## src/rtl/mul_seq_ctrl.sv

```systemverilog
// Multi-cycle RV32M multiply sequencer: shift-and-add over one shared external 32-bit adder.
// Optional macro SIGNED_MUL_EN enables signed MULH/MULHSU handling; without it all ops are unsigned.
module mul_seq_ctrl #(
  parameter int XLEN  = 32,
  parameter int CNT_W = $clog2(XLEN) + 1
) (
  input  logic            clk,
  input  logic            reset,
  input  logic            start,
  input  logic [1:0]      op,
  input  logic [XLEN-1:0] rs1,
  input  logic [XLEN-1:0] rs2,
  output logic [XLEN-1:0] adder_a,
  output logic [XLEN-1:0] adder_b,
  input  logic [XLEN-1:0] adder_sum,
  output logic            busy,
  output logic            done,
  output logic [XLEN-1:0] result
);

  localparam logic [1:0] OP_MUL    = 2'b00;
  localparam logic [1:0] OP_MULH   = 2'b01;
  localparam logic [1:0] OP_MULHSU = 2'b10;

  typedef enum logic [2:0] {S_IDLE, S_PREP, S_ITER, S_FIX, S_DONE} state_t;

  state_t              r_state;
  state_t              w_next;
  logic [2*XLEN-1:0]   r_p;
  logic [XLEN-1:0]     r_mcand;
  logic [CNT_W-1:0]    r_cnt;
  logic                r_neg;
  logic [1:0]          r_op;
  logic [XLEN-1:0]     r_result;

  logic                w_s1;
  logic                w_s2;
  logic                w_carry;
  logic [2*XLEN-1:0]   w_fix;

  // Magnitude of an operand; 0x80000000 maps to itself, read as unsigned.
  function automatic logic [XLEN-1:0] abs_val(input logic [XLEN-1:0] v, input logic is_signed);
    logic signed [XLEN-1:0] sv;
    sv = $signed(v);
    if (is_signed && (sv < 0))
      abs_val = ~v + XLEN'(1);
    else
      abs_val = v;
  endfunction

  function automatic logic [2*XLEN-1:0] neg64(input logic [2*XLEN-1:0] v);
    neg64 = ~v + (2*XLEN)'(1);
  endfunction

`ifdef SIGNED_MUL_EN
  assign w_s1 = (r_op == OP_MULH) || (r_op == OP_MULHSU);
  assign w_s2 = (r_op == OP_MULH);
  assign w_fix = r_neg ? neg64(r_p) : r_p;
`else
  assign w_s1 = 1'b0;
  assign w_s2 = 1'b0;
  assign w_fix = r_p;
`endif

  assign w_carry = (adder_sum < adder_a);

  always_ff @(posedge clk) begin
    if (reset) r_state <= S_IDLE;
    else       r_state <= w_next;
  end

  always_comb begin
    w_next  = r_state;
    adder_a = '0;
    adder_b = '0;
    busy    = 1'b1;
    done    = 1'b0;
    case (r_state)
      S_IDLE: begin
        busy = 1'b0;
        if (start) w_next = S_PREP;
      end
      S_PREP: w_next = S_ITER;
      S_ITER: begin
        adder_a = r_p[2*XLEN-1:XLEN];
        adder_b = r_p[0] ? r_mcand : '0;
        if (r_cnt == CNT_W'(1)) w_next = S_FIX;
      end
      S_FIX:  w_next = S_DONE;
      S_DONE: begin
        done   = 1'b1;
        w_next = S_IDLE;
      end
      default: w_next = S_IDLE;
    endcase
  end

  // Datapath: capture raw operands, fold signs in PREP, iterate, fix sign and publish result.
  always_ff @(posedge clk) begin
    if (reset) begin
      r_p      <= '0;
      r_mcand  <= '0;
      r_cnt    <= '0;
      r_neg    <= 1'b0;
      r_op     <= '0;
      r_result <= '0;
    end else begin
      case (r_state)
        S_IDLE: begin
          if (start) begin
            r_op    <= op;
            r_mcand <= rs1;
            r_p     <= {{XLEN{1'b0}}, rs2};
          end
        end
        S_PREP: begin
          r_mcand <= abs_val(r_mcand, w_s1);
          r_p     <= {{XLEN{1'b0}}, abs_val(r_p[XLEN-1:0], w_s2)};
          r_neg   <= (w_s1 & r_mcand[XLEN-1]) ^ (w_s2 & r_p[XLEN-1]);
          r_cnt   <= CNT_W'(XLEN);
        end
        S_ITER: begin
          r_p   <= {w_carry, adder_sum, r_p[XLEN-1:1]};
          r_cnt <= r_cnt - CNT_W'(1);
        end
        S_FIX: begin
          r_p      <= w_fix;
          r_result <= (r_op == OP_MUL) ? w_fix[XLEN-1:0] : w_fix[2*XLEN-1:XLEN];
        end
        default: ;
      endcase
    end
  end

  assign result = r_result;

endmodule

```

## config.mk

```make
export PLATFORM = sky130hd
export DESIGN_NAME = mul_seq_ctrl
export DESIGN_NICKNAME = d
export VERILOG_FILES = /design/src/rtl/mul_seq_ctrl.sv
export SDC_FILE = /design/constraint.sdc
export NUM_CORES = 1
export LEC_CHECK = 0
export ABC_AREA = 1
export BUFFER_PORTS_ARGS = -buffer_cell sky130_fd_sc_hd__buf_2
export CAP_MARGIN = 20
export CORE_ASPECT_RATIO = 0.75
export CORE_UTILIZATION = 56
export DETAILED_ROUTE_END_ITERATION = 7
export PLACE_DENSITY = 0.85
export SLEW_MARGIN = 20
export SYNTH_ARGS = -nofsm -noshare
export SYNTH_HDL_FRONTEND = slang
export SYNTH_SLANG_ARGS = --single-unit
```

## constraint.sdc

```tcl
create_clock -name clk -period 4.2 [get_ports clk]
set_clock_uncertainty 0.15 [all_clocks]
set_input_delay 0.63 -clock clk [delete_from_list [all_inputs] [get_ports clk]]
set_output_delay 0.63 -clock clk [all_outputs]
set_load 0.01 [all_outputs]
```

==> impl_metrics.ini <==
[die]
start_util = 0.591
core_um2 = 11200
die_area_um2 = 12300
die_w_um = 127
ios = 199
die_h_um = 96.1
core.rowCount = 33

[logic_synthesis]
synth_seq_cells = 139
syn-num-nets = 1070
synth_edf_count = 0
synth.yosys.seq_area_share = 0.421
yosysWarnings = 0
ys_types = 25
synthFlopType = dfxtp_1
synth.cell_area_um2 = 6610
ys_async_sr_fraction = 0
syn_inst = 936
syn_avg_cell_area_um2 = 7.07

[finish]
syn_to_final_growth_pct = 23.7
final_common_cell = nand2_1
layout_common_cells = 218 x nand2_1, 211 x a21oi_1, 198 x buf_2, 139 x dfxtp_1, 85 x inv_1
diodes = 0
n_fill_cell = 935
drive_gt1_frac = 0.225
nets = 1231

[pwr]
power_density_nw_per_um2 = 479
ir_drop_v = 0.000425
p_leak_nw = 3.93

[detailed_routing]
dr_total_vias = 6840
finalWirelength_um = 18100
wire_per_inst_um = 14.3
antenna_left = 0
drt_iter0_markers = 551
drcViolationCount = 0
viasPerCell = 5.40
dr.pass1.iters = 5

[grt]
grt_pass1_vias = 5985
grt_pass1_wl_um = 28700
grtUsageTotal = 0.294
antenna_found_initial = 1
grt_overflow = 0
grt_max_degree = 78

[place]
place_congestion = 0.858
placement.io_buffers = 198
hpwlAfterDp_um = 11900

[critical_path]
max_stage_delay_ns = 0.55
cp.required_ns = 3.42
slowest_stage = inv_4
critical_path_class = register to output port
path_max_fanout = 77
cp.arrival_ns = 2.32
critPathCaptureType = output port
start_kind = register
path_cells = nor2_4 > nand2_2 > inv_4 > buf_4 > nand2_1 > inv_1 > buf_2

[cts]
ctsHtreeMaxLevel = 4
cts_buffers = 17
clkTransAtPathRegs_ns = 0.06
clk_latency_ns = 0.40
post_cts_resized = 0
tritoncts = built
clock_sinks = 139
cts.path.max_buffers = 2
hold_buffers = 0
post-cts-setup-buffers = 0
root_buffer = clkbuf_16

[timing]
max_slew.worst_pin.slew_ns = 1.07
hold_violations = 0
fmax_ghz = 0.323
rsz0062_at_grt = no
fin_setup_tns_ns = 0
period_share = 0.737
holdWs_ns = 0.305
fin_crit_ns = 3.10
slew_headroom = 0.289
drv_slew = 0
finalSetupViolations = 0

[outcome]
outcome = complete, no violations

[worst_hold_path]
min_path_type = register to register

[flow_run]
maxCapViolations = 0
## worst max-delay path, delay by kind of cell, from the launching register on
family / cells / cell delay, ns
buffers and inverters: 4 / 1.11
flip-flops: 1 / 0.37
AND/OR/NAND/NOR: 3 / 0.41
## metal layers
metal  GRT usage  vias to the layer above  share of wire  routed length (um)
li1            -                     3399              -                   -
met1       0.408                     3150           0.47                8480
met2       0.467                      267           0.45                8130
met3      0.0495                       24          0.068                1230
met4      0.0992                        0          0.015                 280
met5           0                        -              0                   0
## power breakdown
part | switching, W | total (W) | internal, W
combinational | 0.000609 | 0.000887 | 0.000278
clock | 0.000562 | 0.00146 | 0.000894
sequential | 0.0000963 | 0.00158 | 0.00148
## layout make-up
type	count	area [um2]	area share
timing repair buffer	205	1060	0.130
multi-input combinational	644	3210	0.393
sequential	139	2780	0.340
inverter	90	340	0.0416
clock buffer	23	498	0.0609
clock inverter	9	87.6	0.0107
tap	157	196	0.0240
## logic make-up (layout without fill, tap and decap cells)
| family | after synthesis | after routing | synth area share |
|---|---|---|---|
| AND/OR/NAND/NOR | 316 | 316 | 0.194 |
| AO/OA/AOI/OAI | 295 | 295 | 0.227 |
| flip-flops | 139 | 139 | 0.421 |
| adder cells (fa/ha/maj) | 33 | 33 | 0.0624 |
| buffers and inverters | 153 | 327 | 0.0959 |
## flip-flops by register name, summed over array words and instances (netlist names)
signal	flops
r_op	2
result	32
r_mcand	32
r_p	64
r_cnt	6
r_state	3
## worst paths after layout
check,from,endpoint,slack [ns],cells after the start
hold / removal,r_mcand[8]$_SDFFE_PP0P_,r_mcand[8]$_SDFFE_PP0P_,0.30,2
hold reg to reg,r_mcand[8]$_SDFFE_PP0P_,r_mcand[8]$_SDFFE_PP0P_,0.30,2
setup / recovery,r_state[2]$_SDFFE_PP0P_,adder_a[23],1.10,7
setup reg to reg,r_state[2]$_SDFFE_PP0P_,r_p[63]$_SDFFE_PP0P_,1.20,13
## cells in the mapped netlist (2+ instances only)
master | n | area, um2
inv_1 | 86 | 323
a211oi_1 | 4 | 30.0
nand2_1 | 218 | 818
clkbuf_1 | 39 | 146
a21oi_1 | 211 | 1060
ha_1 | 33 | 413
buf_2 | 13 | 65.1
nand3_1 | 6 | 30.0
inv_2 | 3 | 11.3
nand4_1 | 4 | 25.0
nand2_2 | 3 | 18.8
buf_4 | 11 | 82.6
dfxtp_1 | 139 | 2780
nor2_1 | 46 | 173
nor3_1 | 35 | 175
nor2_4 | 2 | 22.5
o21ai_0 | 75 | 375
## per-stage QoR
stage | instances | power [W] | setup WS, ns | util | cell area [um2]
6_report | 1267 | 0.00392 | 1.10 | 0.731 | 8180
3_5_place_dp | 1235 | 0.00247 | 1.24 | 0.678 | 7590
3_3_place_gp | 1234 | 0.00243 | 1.32 | 0.676 | 7560
4_1_cts | 1267 | 0.00391 | 1.12 | 0.730 | 8170
2_1_floorplan | 936 | 0.00224 | 1.77 | - | 6610
5_1_grt | 1267 | 0.00411 | 0.931 | 0.731 | 8180
(Power assumes the default switching activity.)
